===== src/rtl/z80_bus_cycle_ctrl_if.sv =====
// z80_bus_cycle_ctrl_if: request, refresh and external bus signals of
// the Z80 M-cycle sequencer; master = requester side, slave = sequencer.
interface z80_bus_cycle_ctrl_if;
  logic        start;
  logic [2:0]  cyc_type;
  logic [15:0] addr_in;
  logic [7:0]  wdata;
  logic [7:0]  i_reg;
  logic        r_wr;
  logic [7:0]  r_wdata;
  logic [7:0]  data_in;
  logic        WAIT_L;
  logic        ready;
  logic        done;
  logic [7:0]  rdata;
  logic [7:0]  r_reg;
  logic [15:0] addr_out;
  logic [7:0]  data_out;
  logic        M1_L;
  logic        MREQ_L;
  logic        IORQ_L;
  logic        RD_L;
  logic        WR_L;
  logic        RFSH_L;
  logic        err;

  modport master (
    output start, cyc_type, addr_in, wdata, i_reg,
    output r_wr, r_wdata, data_in, WAIT_L,
    input  ready, done, rdata, r_reg, addr_out, data_out,
    input  M1_L, MREQ_L, IORQ_L, RD_L, WR_L, RFSH_L, err
  );

  modport slave (
    input  start, cyc_type, addr_in, wdata, i_reg,
    input  r_wr, r_wdata, data_in, WAIT_L,
    output ready, done, rdata, r_reg, addr_out, data_out,
    output M1_L, MREQ_L, IORQ_L, RD_L, WR_L, RFSH_L, err
  );
endinterface


===== src/rtl/z80_bus_cycle_ctrl.sv =====
// z80_bus_cycle_ctrl: Z80 M-cycle sequencer with the R refresh counter.
// Define Z80_BUS_WAIT_TIMEOUT_EN to abort over-long TW runs (sets err).
module z80_bus_cycle_ctrl #(
  parameter int IO_AUTO_WAIT = 1,
  parameter int WAIT_TIMEOUT = 255
) (
  input logic                 clk,
  input logic                 rst,
  z80_bus_cycle_ctrl_if.slave bus
);
  localparam logic [2:0] C_OPF = 3'd0;
  localparam logic [2:0] C_MRD = 3'd1;
  localparam logic [2:0] C_MWR = 3'd2;
  localparam logic [2:0] C_IRD = 3'd3;
  localparam logic [2:0] C_IWR = 3'd4;
  localparam logic [1:0] TA_LAST = 2'(IO_AUTO_WAIT - 1);

  typedef enum logic [2:0] {
    IDLE, T1, T2, TA, TW, T3, T4
  } state_t;

  state_t      st, nxt;
  logic [2:0]  typ, nxt_typ;
  logic [15:0] cap_addr, nxt_addr;
  logic [7:0]  cap_wd, nxt_wd;
  logic [1:0]  ta_cnt;
  logic [7:0]  r_q, r_nxt;
  logic        accept, is_io, to_hit, busy, fin_n;
  logic        is_op, is_mrd, is_mwr, is_ird, is_iwr;
  logic        m1_n, mreq_n, iorq_n, rd_n, wr_n, rfsh_n;
  logic [15:0] a_n;
  logic [7:0]  d_n;

  logic        ready_q, done_q;
  logic        m1_q, mreq_q, iorq_q, rd_q, wr_q, rfsh_q;
  logic [15:0] addr_q;
  logic [7:0]  dout_q, rdata_q;

  assign is_io  = (typ == C_IRD) || (typ == C_IWR);
  assign accept = bus.start && ready_q && (bus.cyc_type <= C_IWR);

`ifdef Z80_BUS_WAIT_TIMEOUT_EN
  localparam int TW_W = $clog2(WAIT_TIMEOUT + 1);
  localparam logic [TW_W-1:0] TO_LAST = TW_W'(WAIT_TIMEOUT - 1);

  logic [TW_W-1:0] tw_cnt;
  logic            err_q;

  assign to_hit = (st == TW) && !bus.WAIT_L && (tw_cnt == TO_LAST);

  always_ff @(posedge clk or posedge rst) begin
    if (rst) begin
      tw_cnt <= '0;
      err_q  <= 1'b0;
    end else begin
      tw_cnt <= (st == TW) ? tw_cnt + 1'b1 : '0;
      if (to_hit) err_q <= 1'b1;
    end
  end

  assign bus.err = err_q;
`else
  assign to_hit  = 1'b0;
  assign bus.err = 1'b0;
`endif

  always_comb begin
    nxt      = st;
    nxt_typ  = typ;
    nxt_addr = cap_addr;
    nxt_wd   = cap_wd;
    unique case (st)
      IDLE: if (accept) nxt = T1;
      T1:   nxt = T2;
      T2: begin
        if (is_io && (IO_AUTO_WAIT > 0)) nxt = TA;
        else nxt = bus.WAIT_L ? T3 : TW;
      end
      TA: if (ta_cnt == TA_LAST) nxt = bus.WAIT_L ? T3 : TW;
      TW: if (bus.WAIT_L || to_hit) nxt = T3;
      T3: begin
        if (typ == C_OPF) nxt = T4;
        else nxt = accept ? T1 : IDLE;
      end
      T4:   nxt = accept ? T1 : IDLE;
      default: nxt = IDLE;
    endcase
    if (accept) begin
      nxt_typ  = bus.cyc_type;
      nxt_addr = bus.addr_in;
      nxt_wd   = bus.wdata;
    end
  end

  // R only advances on the edge leaving T4; a load always wins
  always_comb begin
    r_nxt = r_q;
    if (bus.r_wr) r_nxt = bus.r_wdata;
    else if (st == T4) r_nxt = {r_q[7], r_q[6:0] + 7'd1};
  end

  assign is_op  = nxt_typ == C_OPF;
  assign is_mrd = nxt_typ == C_MRD;
  assign is_mwr = nxt_typ == C_MWR;
  assign is_ird = nxt_typ == C_IRD;
  assign is_iwr = nxt_typ == C_IWR;
  assign busy   = nxt inside {T1, T2, TA, TW, T3};
  assign fin_n  = (nxt == T4) || ((nxt == T3) && !is_op);

  // Outputs decoded from the next state, so they come straight off flops
  always_comb begin
    m1_n   = 1'b1;
    mreq_n = 1'b1;
    iorq_n = 1'b1;
    rd_n   = 1'b1;
    wr_n   = 1'b1;
    rfsh_n = 1'b1;
    a_n    = addr_q;
    d_n    = dout_q;
    unique case (1'b1)
      is_op: begin
        if (nxt inside {T1, T2, TW}) begin
          m1_n   = 1'b0;
          mreq_n = 1'b0;
          rd_n   = 1'b0;
          a_n    = nxt_addr;
        end else if (nxt inside {T3, T4}) begin
          mreq_n = 1'b0;
          rfsh_n = 1'b0;
          a_n    = {bus.i_reg, r_nxt};
        end
      end
      is_mrd: if (busy) begin
        mreq_n = 1'b0;
        rd_n   = 1'b0;
        a_n    = nxt_addr;
      end
      is_mwr: if (busy) begin
        mreq_n = 1'b0;
        wr_n   = (nxt == T1);
        a_n    = nxt_addr;
        d_n    = nxt_wd;
      end
      is_ird: if (busy) begin
        iorq_n = (nxt == T1);
        rd_n   = (nxt == T1);
        a_n    = nxt_addr;
      end
      is_iwr: if (busy) begin
        iorq_n = (nxt == T1);
        wr_n   = (nxt == T1);
        a_n    = nxt_addr;
        d_n    = nxt_wd;
      end
      default: ;
    endcase
  end

  always_ff @(posedge clk or posedge rst) begin
    if (rst) begin
      st       <= IDLE;
      typ      <= C_OPF;
      cap_addr <= '0;
      cap_wd   <= '0;
      ta_cnt   <= '0;
      r_q      <= '0;
      ready_q  <= 1'b1;
      done_q   <= 1'b0;
      m1_q     <= 1'b1;
      mreq_q   <= 1'b1;
      iorq_q   <= 1'b1;
      rd_q     <= 1'b1;
      wr_q     <= 1'b1;
      rfsh_q   <= 1'b1;
      addr_q   <= '0;
      dout_q   <= '0;
      rdata_q  <= '0;
    end else begin
      st       <= nxt;
      typ      <= nxt_typ;
      cap_addr <= nxt_addr;
      cap_wd   <= nxt_wd;
      ta_cnt   <= (st == TA) ? ta_cnt + 2'd1 : 2'd0;
      r_q      <= r_nxt;
      ready_q  <= (nxt == IDLE) || fin_n;
      done_q   <= fin_n;
      m1_q     <= m1_n;
      mreq_q   <= mreq_n;
      iorq_q   <= iorq_n;
      rd_q     <= rd_n;
      wr_q     <= wr_n;
      rfsh_q   <= rfsh_n;
      addr_q   <= a_n;
      dout_q   <= d_n;
      // Opcode is taken as T3 begins; other reads at the end of T3
      if ((typ == C_OPF && (st == T2 || st == TW) && nxt == T3) ||
          ((typ == C_MRD || typ == C_IRD) && st == T3))
        rdata_q <= bus.data_in;
    end
  end

  assign bus.ready    = ready_q;
  assign bus.done     = done_q;
  assign bus.M1_L     = m1_q;
  assign bus.MREQ_L   = mreq_q;
  assign bus.IORQ_L   = iorq_q;
  assign bus.RD_L     = rd_q;
  assign bus.WR_L     = wr_q;
  assign bus.RFSH_L   = rfsh_q;
  assign bus.addr_out = addr_q;
  assign bus.data_out = dout_q;
  assign bus.rdata    = rdata_q;
  assign bus.r_reg    = r_q;
endmodule

===== src/flat_wrapper.sv =====
// flat-port wrapper written by rule: the top's interface ports become plain ports
module z80_bus_cycle_ctrl_flat 
#(
  parameter int IO_AUTO_WAIT = 1,
  parameter int WAIT_TIMEOUT = 255
)
  (clk, rst, bus_start, bus_cyc_type, bus_addr_in, bus_wdata, bus_i_reg, bus_r_wr, bus_r_wdata, bus_data_in, bus_WAIT_L, bus_ready, bus_done, bus_rdata, bus_r_reg, bus_addr_out, bus_data_out, bus_M1_L, bus_MREQ_L, bus_IORQ_L, bus_RD_L, bus_WR_L, bus_RFSH_L, bus_err);
  z80_bus_cycle_ctrl_if bus_i ();
  input logic clk;
  input logic rst;
  input wire logic [$bits(bus_i.start)-1:0] bus_start;
  input wire logic [$bits(bus_i.cyc_type)-1:0] bus_cyc_type;
  input wire logic [$bits(bus_i.addr_in)-1:0] bus_addr_in;
  input wire logic [$bits(bus_i.wdata)-1:0] bus_wdata;
  input wire logic [$bits(bus_i.i_reg)-1:0] bus_i_reg;
  input wire logic [$bits(bus_i.r_wr)-1:0] bus_r_wr;
  input wire logic [$bits(bus_i.r_wdata)-1:0] bus_r_wdata;
  input wire logic [$bits(bus_i.data_in)-1:0] bus_data_in;
  input wire logic [$bits(bus_i.WAIT_L)-1:0] bus_WAIT_L;
  output wire logic [$bits(bus_i.ready)-1:0] bus_ready;
  output wire logic [$bits(bus_i.done)-1:0] bus_done;
  output wire logic [$bits(bus_i.rdata)-1:0] bus_rdata;
  output wire logic [$bits(bus_i.r_reg)-1:0] bus_r_reg;
  output wire logic [$bits(bus_i.addr_out)-1:0] bus_addr_out;
  output wire logic [$bits(bus_i.data_out)-1:0] bus_data_out;
  output wire logic [$bits(bus_i.M1_L)-1:0] bus_M1_L;
  output wire logic [$bits(bus_i.MREQ_L)-1:0] bus_MREQ_L;
  output wire logic [$bits(bus_i.IORQ_L)-1:0] bus_IORQ_L;
  output wire logic [$bits(bus_i.RD_L)-1:0] bus_RD_L;
  output wire logic [$bits(bus_i.WR_L)-1:0] bus_WR_L;
  output wire logic [$bits(bus_i.RFSH_L)-1:0] bus_RFSH_L;
  output wire logic [$bits(bus_i.err)-1:0] bus_err;
  assign bus_i.start = bus_start;
  assign bus_i.cyc_type = bus_cyc_type;
  assign bus_i.addr_in = bus_addr_in;
  assign bus_i.wdata = bus_wdata;
  assign bus_i.i_reg = bus_i_reg;
  assign bus_i.r_wr = bus_r_wr;
  assign bus_i.r_wdata = bus_r_wdata;
  assign bus_i.data_in = bus_data_in;
  assign bus_i.WAIT_L = bus_WAIT_L;
  assign bus_ready = bus_i.ready;
  assign bus_done = bus_i.done;
  assign bus_rdata = bus_i.rdata;
  assign bus_r_reg = bus_i.r_reg;
  assign bus_addr_out = bus_i.addr_out;
  assign bus_data_out = bus_i.data_out;
  assign bus_M1_L = bus_i.M1_L;
  assign bus_MREQ_L = bus_i.MREQ_L;
  assign bus_IORQ_L = bus_i.IORQ_L;
  assign bus_RD_L = bus_i.RD_L;
  assign bus_WR_L = bus_i.WR_L;
  assign bus_RFSH_L = bus_i.RFSH_L;
  assign bus_err = bus_i.err;
  z80_bus_cycle_ctrl #(.IO_AUTO_WAIT(IO_AUTO_WAIT), .WAIT_TIMEOUT(WAIT_TIMEOUT)) u_core (.clk(clk), .rst(rst), .bus(bus_i));
endmodule

===== config.mk =====
export PLATFORM = sky130hd
export DESIGN_NAME = z80_bus_cycle_ctrl_flat
export DESIGN_NICKNAME = d
export VERILOG_FILES = /design/src/rtl/z80_bus_cycle_ctrl_if.sv /design/src/rtl/z80_bus_cycle_ctrl.sv /design/src/flat_wrapper.sv
export SDC_FILE = /design/constraint.sdc
export NUM_CORES = 1
export LEC_CHECK = 0
export CORE_MARGIN = 4
export CORE_UTILIZATION = 47
export DETAILED_ROUTE_END_ITERATION = 10
export PLACE_DENSITY = 0.79
export SLEW_MARGIN = 20
export SYNTH_ARGS = -nofsm -noshare
export SYNTH_HDL_FRONTEND = slang
export SYNTH_SLANG_ARGS = --single-unit

===== constraint.sdc =====
create_clock -name clk -period 3.58 [get_ports clk]
set_clock_uncertainty 0.2 [all_clocks]
set_input_delay 0.716 -clock clk [delete_from_list [all_inputs] [get_ports clk]]
set_output_delay 0.716 -clock clk [all_outputs]
set_load 0.03 [all_outputs]

==> impl_table.tex, run 1 <==
\begin{tabular}{lr}
\hline
Metric & Value \\
\hline
\multicolumn{2}{l}{\textbf{Clock tree}} \\
CTS clock-pin slew for the worst setup and hold paths & approximately 0.080 ns \\
Cts repair resizes & 0 \\
Number of H-tree branching levels & 3 \\
Clk Tree Root Cell & clkbuf\_8 \\
Clock buffer count from CTS & 9 \\
Number of hold buffers added after cts & 0 \\
Clk sink count & 80 \\
Max Buffers Root-to-Sink & 2 \\
Clock tree from TritonCTS & built \\
Count of buffers added by post-CTS timing repair for setup & 0 \\
Latest clock arrival within the worst-skew pair & 0.34 ns \\
\multicolumn{2}{l}{\textbf{Die}} \\
Die width & between 90 and 100 um \\
Initial core utilization & 0.481 \\
Die height & roughly 97 um \\
Die ar. & between 0.009 and 0.01 mm2 \\
Number of top-level design ports & between 100 and 150 \\
Cell Rows & 32 \\
Placeable core region & between 0.007 and 0.008 mm2 \\
\multicolumn{2}{l}{\textbf{Detailed routing}} \\
First DRT Iteration DRCs & 67 \\
Number of vias per cell & about 5.1 \\
Initial DRT Pass Iterations & 4 \\
Residual DRC count & 0 \\
Routed wire per std cell & roughly 15 um \\
Final antenna-violating net count & 0 \\
Wire length after detailed routing & 7.86 mm \\
Detailed-route via count & between 2000 and 3000 \\
\multicolumn{2}{l}{\textbf{Min path}} \\
Classification of the worst-slack hold path & reg2reg \\
\multicolumn{2}{l}{\textbf{Pwr}} \\
Power consumption & between 4 and 5 mW \\
Seq pwr share & 0.323 \\
Worst IR drop on VDD & approximately 0.52 mV \\
Switching component of the power & between 1.5 and 2 mW \\
Cell Int Power & approximately 3 mW \\
Switching Fraction & 0.380 \\
Clock network fraction of design power & 0.146 \\
Comb power frac & 0.530 \\
Leakage & $\sim$2.2 nW \\
Power per cell area & around 960 mW/mm2 \\
\multicolumn{2}{l}{\textbf{Yosys}} \\
Sequential share of the synthesized area & 0.543 \\
Dominant cells by area after synthesis & dfrtp\_1 49\%, mux2\_2 16\%, dfstp\_2 5.0\%, mux2i\_1 4.6\%, o21ai\_0 2.4\% \\
Post-synthesis sequential element count & 80 \\
Leading post-synthesis cells by instance count & 73 x dfrtp\_1, 53 x mux2\_2, 23 x nand2\_1, 18 x o21ai\_0 \\
Syn\_area\_per\_cell & roughly 12 um2 \\
Cell type with the largest total area after synthesis & dfrtp\_1 \\
Unique cell type count in the Yosys netlist & 50 \\
Post-synth ARST share & 1.00 \\
Synthesized cell area & approximately 0.0037 mm2 \\
Area share of the largest cell type after synthesis & 0.494 \\
Number of warnings reported in the yosys synthesis log & 0 \\
Synth Net Count & approximately 360 \\
Top FF cell, synth & dfrtp\_1 \\
Number of enable-type register cells in the synthesized netlist & 0 \\
Most frequently used cell type in the post-synthesis netlist & dfrtp\_1 \\
Gate count after technology mapping & 299 \\
\multicolumn{2}{l}{\textbf{STA}} \\
Slew at the pin with the worst max-slew slack & slightly above 0.6 ns \\
Number of endpoints failing setup at the final stage & 0 \\
Top achievable clock speed & a little over 0.3 GHz \\
Share of the clock period used by the worst path & 0.902 \\
Unrepaired setup endpoints after global routing & no \\
Pins over their slew limit & 0 \\
Time the worst path needs with I/O delays and setup & about 3.2 ns \\
Final Hold Fails & 0 \\
Slew headroom & 0.592 \\
Min setup slack post-route & about 0.35 ns \\
Setup TNS & 0 ns \\
\multicolumn{2}{l}{\textbf{Placed design}} \\
Cell count after placement & 496 \\
Worst-case setup slack after placement & just under 0.05 ns \\
IO Port Bufs & 103 \\
Post-DP HPWL & roughly 5.7 mm \\
Weighted congestion reported at the end of routability-driven placement & 0.896 \\
\multicolumn{2}{l}{\textbf{Global routing}} \\
Gr ovfl total & 0 \\
Number of antenna violations at the first check in global routing & 0 \\
Maximum number of pins on one net before global-route repair & 47 \\
GRT Total Usage & 0.176 \\
Wire length of the first global-routing pass & approximately 13 mm \\
Via count of the first global-routing pass & around 2800 \\
\multicolumn{2}{l}{\textbf{Layout}} \\
\# diodes & 0 \\
Post-route non-filler standard cell count & 511 \\
Ratio of cells with drive above 1 in the final layout & 0.225 \\
Layout area overhead & 36.2\% \\
Nets@finish & 463 \\
\multicolumn{2}{l}{\textbf{Setup path}} \\
Cell breakdown of the critical path & clkdlybuf4s50\_1 -> and4bb\_2 -> o21ai\_0 -> and2\_1 -> a211o\_1 -> mux2\_2 -> mux2\_2 \\
Critical Path Most Common Cell & mux2\_2 \\
Critical Path Source Type & input port \\
Category of the most critical setup path & in2reg \\
Worst Path Max Fanout & 11 \\
Library cell contributing the largest single delay on the critical path & clkdlybuf4s50\_1 \\
Crit. End Element & flop \\
Crit path arrival time & between 3 and 4 ns \\
CP Data Required Time & around 3.6 ns \\
Maximum single-stage delay on the critical path & 0.53 ns \\
\multicolumn{2}{l}{\textbf{Flow run}} \\
\# Max-Cap Violations & 0 \\
\multicolumn{2}{l}{\textbf{Outcome}} \\
Run status & completed \\
\hline
\end{tabular}
cell usage in the layout (no fill, tap or decap), drive strengths merged, types with 2 or more instances in the layout:
master         instances
a211o                  5
a21oi                  2
a31oi                  4
and3                   3
buf                    6
bufinv                 2
clkbuf                 9
clkdlybuf4s50        103
clkinv                 3
clkinvlp               2
dfrtp                 73
dfstp                  7
ha                     2
inv                   16
mux2                  57
mux2i                 17
nand2                 23
nand2b                 3
nand3                  5
nand3b                 2
nor2                   9
nor2b                  2
nor3                   4
o21a                   2
o21ai                 20
or3                    2
xnor2                  7
xor2                   2
critical path, delay by kind of cell:
kind / cells / cell delay (ns)
buffers and inverters: 1 / 0.53
and+or+nand+nor: 2 / 0.48
muxes: 2 / 0.66
AOI/OAI and AO/OA: 2 / 0.87
cell type report:
cell class / count / area, um2
repair buffers: 109 / 1100
clock buffers: 9 / 124
well taps: 102 / 128
inverters: 17 / 65.1
clock inverters: 6 / 85.1
flip-flops and latches: 80 / 2010
fillers: 601 / 2650
multi-input cells: 188 / 1530
routing by layer:
layer | wire [um] | global-route usage | up-vias
li1 | - | - | 1256
met1 | 3520 | 0.228 | 1263
met2 | 3780 | 0.286 | 66
met3 | 457 | 0.0454 | 9
met4 | 91 | 0.0605 | 0
met5 | 0 | 0 | -
logic make-up (layout without fill, tap and decap cells):
group | Yosys count | after routing | synth area share
AO/OA/AOI/OAI | 40 | 40 | 0.0717
XOR/XNOR | 9 | 9 | 0.0213
adder cells (fa/ha/maj) | 2 | 2 | 0.00676
buffers and inverters | 31 | 141 | 0.0439
flip-flops | 80 | 80 | 0.543
multiplexers | 74 | 74 | 0.223
other | 1 | 1 | 0.00101
AND/OR/NAND/NOR | 62 | 62 | 0.0886
through the flow:
| stage | util | area, um2 | hold WS [ns] |
|---|---|---|---|
| floorplan | - | 3700 | 0.267 |
| global placement | 0.629 | 4830 | 0.274 |
| detailed placement | 0.629 | 4830 | 0.279 |
| CTS | 0.656 | 5040 | 0.297 |
| global route | 0.656 | 5040 | 0.318 |
| finish | 0.656 | 5040 | 0.295 |
power by group through the flow:
stage / clock, mW / combinational, mW / sequential, mW
6_report: 0.707 / 2.57 / 1.56
5_1_grt: 0.765 / 2.76 / 1.62
4_1_cts: 0.724 / 2.59 / 1.57
3_5_place_dp: 0 / 2.59 / 1.58
3_3_place_gp: 0 / 2.53 / 1.57
2_1_floorplan: 0 / 1.43 / 1.95
path summary, 6_finish.rpt:
kind	depth (start not counted)	endpoint	start	slack, ns
setup / recovery	7	u_core.bus.addr_out[15]	bus_cyc_type[1]	0.35
hold / removal	1	u_core.cap_wd[7]	u_core.cap_wd[7]	0.29
setup reg to reg	6	u_core.bus.addr_out[15]	u_core.st[0]	0.62
hold reg to reg	1	u_core.cap_wd[7]	u_core.cap_wd[7]	0.29
max in group asynchronous	3	u_core.bus.r_reg[5]	rst	2.00
min in group asynchronous	2	u_core.bus.data_out[1]	rst	0.55
No activity file was read; power rests on OpenSTA's default activity.
==> inputs of run 2 (changes only) <==
GPL_TIMING_DRIVEN = 0   (was default)
==> run 2 against run 1 <==
Effect of this change:
- combinational power is 3% higher
- worst setup slack worse by 0.0015 ns
- maximum frequency hardly changed
- non-clock buffer count is 9 higher
- sequential cell count stayed put
- sequential power is 3% lower
- clock power is 20% higher
- critical path depth is 2 higher
- first-iteration DRC count is 16% higher
==> impl_table.tex, run 2 (same netlist as run 1, synthesis figures left out) <==
\begin{tabular}{lr}
\hline
Metric & Value \\
\hline
\multicolumn{2}{l}{\textbf{Global routing}} \\
Maximum number of pins on one net before global-route repair & 42 (-11\%) \\
Wire length of the first global-routing pass & 13.6 mm (+0.67\%) \\
Via count of the first global-routing pass & 2870 (+3.8\%) \\
GRT Total Usage & 0.179 (+0.00311) \\
Number of antenna violations at the first check in global routing & 0 (unchanged) \\
Gr ovfl total & 0 (unchanged) \\
\multicolumn{2}{l}{\textbf{STA}} \\
Time the worst path needs with I/O delays and setup & 3.23 ns (+0.00154 ns) \\
Number of endpoints failing setup at the final stage & 0 (unchanged) \\
Pins over their slew limit & 0 (unchanged) \\
Post-Route Hold Slack & 0.297 ns (+0.00211 ns) \\
Slew headroom & 0.578 (-0.0145) \\
Share of the clock period used by the worst path & 0.902 (about the same) \\
Slew at the pin with the worst max-slew slack & 0.627 ns (+0.0159 ns) \\
Unrepaired setup endpoints after global routing & no \\
Top achievable clock speed & 0.310 GHz (about the same) \\
Final Hold Fails & 0 (unchanged) \\
\multicolumn{2}{l}{\textbf{Clock tree}} \\
Count of buffers added by post-CTS timing repair for setup & 0 (unchanged) \\
Latest clock arrival within the worst-skew pair & 0.35 ns (about the same) \\
Number of H-tree branching levels & 3 (unchanged) \\
Clock tree from TritonCTS & built \\
Clk Tree Root Cell & clkbuf\_8 \\
Max Buffers Root-to-Sink & 2 (unchanged) \\
Clock buffer count from CTS & 9 (unchanged) \\
CTS clock-pin slew for the worst setup and hold paths & 0.08 ns (about the same) \\
Clk sink count & 80 (unchanged) \\
\multicolumn{2}{l}{\textbf{Detailed routing}} \\
Initial DRT Pass Iterations & 4 (unchanged) \\
Residual DRC count & 0 (unchanged) \\
Detailed-route via count & 2689 (+3.7\%) \\
Routed wire per std cell & 15.4 um (+0.48\%) \\
Number of vias per cell & 5.16 (+1.7\%) \\
Wire length after detailed routing & 8.05 mm (+2.4\%) \\
First DRT Iteration DRCs & 78 (+16\%) \\
Final antenna-violating net count & 0 (unchanged) \\
\multicolumn{2}{l}{\textbf{Placed design}} \\
Placed cell area & 0.00488 mm2 (+1.0\%) \\
Post-DP HPWL & 5.92 mm (+3.1\%) \\
IO Port Bufs & 103 (unchanged) \\
Cell count after placement & 505 (+1.8\%) \\
Weighted congestion reported at the end of routability-driven placement & 0.938 (+4.7\%) \\
\multicolumn{2}{l}{\textbf{Setup path}} \\
Critical Path Source Type & input port \\
Worst reg2reg path depth & 8 (+2) \\
Category of the most critical setup path & in2reg \\
Setup crit start & bus\_cyc\_type[1] \\
Capture point of the worst path & u\_core.bus.addr\_out[8] \\
Worst R2R Start & u\_core.bus.ready \\
Worst reg-to-reg setup slack & 0.73 ns (+0.11 ns) \\
Crit. End Element & flop \\
Destination of the worst register-to-register timing path & u\_core.bus.addr\_out[8] \\
CP Data Required Time & 3.62 ns (about the same) \\
Worst Path Max Fanout & 10 (-1) \\
Crit path arrival time & 3.27 ns (about the same) \\
\multicolumn{2}{l}{\textbf{Layout}} \\
Top library cells by usage in the layout, fill and taps aside & 103 x clkdlybuf4s50\_1, 73 x dfrtp\_1, 53 x mux2\_2 \\
Commonest non-fill, non-tap cell in the layout & clkdlybuf4s50\_1 \\
Ratio of cells with drive above 1 in the final layout & 0.232 (+0.00656) \\
Finished Cell Area & 0.00515 mm2 (+2.1\%) \\
Nets@finish & 472 (+1.9\%) \\
Layout area overhead & 39.0\% \\
Post-route non-filler standard cell count & 521 (+2.0\%) \\
\# diodes & 0 (unchanged) \\
\multicolumn{2}{l}{\textbf{Pwr}} \\
Worst IR drop on VDD & 0.602 mV (+15\%) \\
Leakage & 2.23 nW (+2.7\%) \\
Power consumption & 5.02 mW (+3.8\%) \\
Power per cell area & 976 mW/mm2 (+1.7\%) \\
\multicolumn{2}{l}{\textbf{Die}} \\
Die height & 96.7 um (unchanged) \\
Number of top-level design ports & 105 (unchanged) \\
Initial core utilization & 0.481 (unchanged) \\
Placeable core region & 0.00769 mm2 (unchanged) \\
Die ar. & 0.00936 mm2 (unchanged) \\
Cell Rows & 32 (unchanged) \\
Die width & 96.7 um (unchanged) \\
\multicolumn{2}{l}{\textbf{Outcome}} \\
Run status & completed \\
\multicolumn{2}{l}{\textbf{Flow run}} \\
\# Max-Cap Violations & 0 (unchanged) \\
\multicolumn{2}{l}{\textbf{Min path}} \\
Classification of the worst-slack hold path & reg2reg \\
\hline
\end{tabular}
## run 2: changes by cell type in the layout (fill, tap and decap cells not counted), moves of 2 or more
cell,change
clkbuf_1,+5
buf_2,+3
buf_6,+2
clkinvlp_4,-2
clkinv_2,-3
clkbuf_8,+3
## run 2: report_power, final
part / total [mW] / switching, mW / internal (mW)
combinational: 2.65 / 1.34 / 1.31
sequential: 1.52 / 0.191 / 1.33
clock: 0.849 / 0.327 / 0.522
total: 5.02 / 1.86 / 3.16
## run 2: worst min-delay path by stage
stage	startpoint	endpoint	slack [ns]	depth (start not counted)
after floorplan	u_core.cap_addr[10]	u_core.cap_addr[10]	0.27	1
after global placement	u_core.cap_wd[7]	u_core.cap_wd[7]	0.27	1
after detailed placement	u_core.cap_addr[10]	u_core.cap_addr[10]	0.28	1
after CTS	u_core.cap_addr[10]	u_core.cap_addr[10]	0.30	1
after global routing	u_core.cap_addr[14]	u_core.cap_addr[14]	0.30	1
final	u_core.cap_addr[10]	u_core.cap_addr[10]	0.30	1
## run 2: cell type report
type	instances	area (um2)
Inverter	17	66.3
Clock inverter	4	98.8
Fill cell	621	2540
Clock buffer	12	165
Multi-Input combinational cell	188	1530
Buffer	14	98.8
Tap cell	102	128
Sequential cell	80	2010
Timing Repair Buffer	104	1050
## run 2: per-layer routing
metal	up-vias	wire length, um	share of wire	global-route usage
li1	1266	-	-	-
met5	-	0	0	0
met1	1310	3340	0.41	0.217
met3	13	641	0.080	0.0577
met4	0	154	0.019	0.0734
met2	100	3920	0.49	0.294
## run 2: worst max-delay path, stage by stage
cell and delay [ns]:
clkdlybuf4s50_1 0.53, and4bb_2 0.27, o21ai_1 0.30, inv_1 0.17
nor2_1 0.23, inv_1 0.10, o21ai_2 0.39, buf_6 0.25
mux2_4 0.31
## run 2: timing repair
action / CTS / global route
hold buffers: 0 / 0
endpoints found under the setup margin: 0 / 2
gates resized for setup: 0 / 1
## run 2: through the flow
| stage | util | TNS [ns] | worst slack [ns] |
|---|---|---|---|
| 3_5_place_dp | 0.635 | -0.354 | -0.157 |
| 3_3_place_gp | 0.632 | -48.25 | -0.661 |
| 2_1_floorplan | - | 0 | 0.624 |
| 4_1_cts | 0.669 | 0 | 0.217 |
| 5_1_grt | 0.669 | 0 | 0.166 |
| 6_report | 0.669 | 0 | 0.349 |
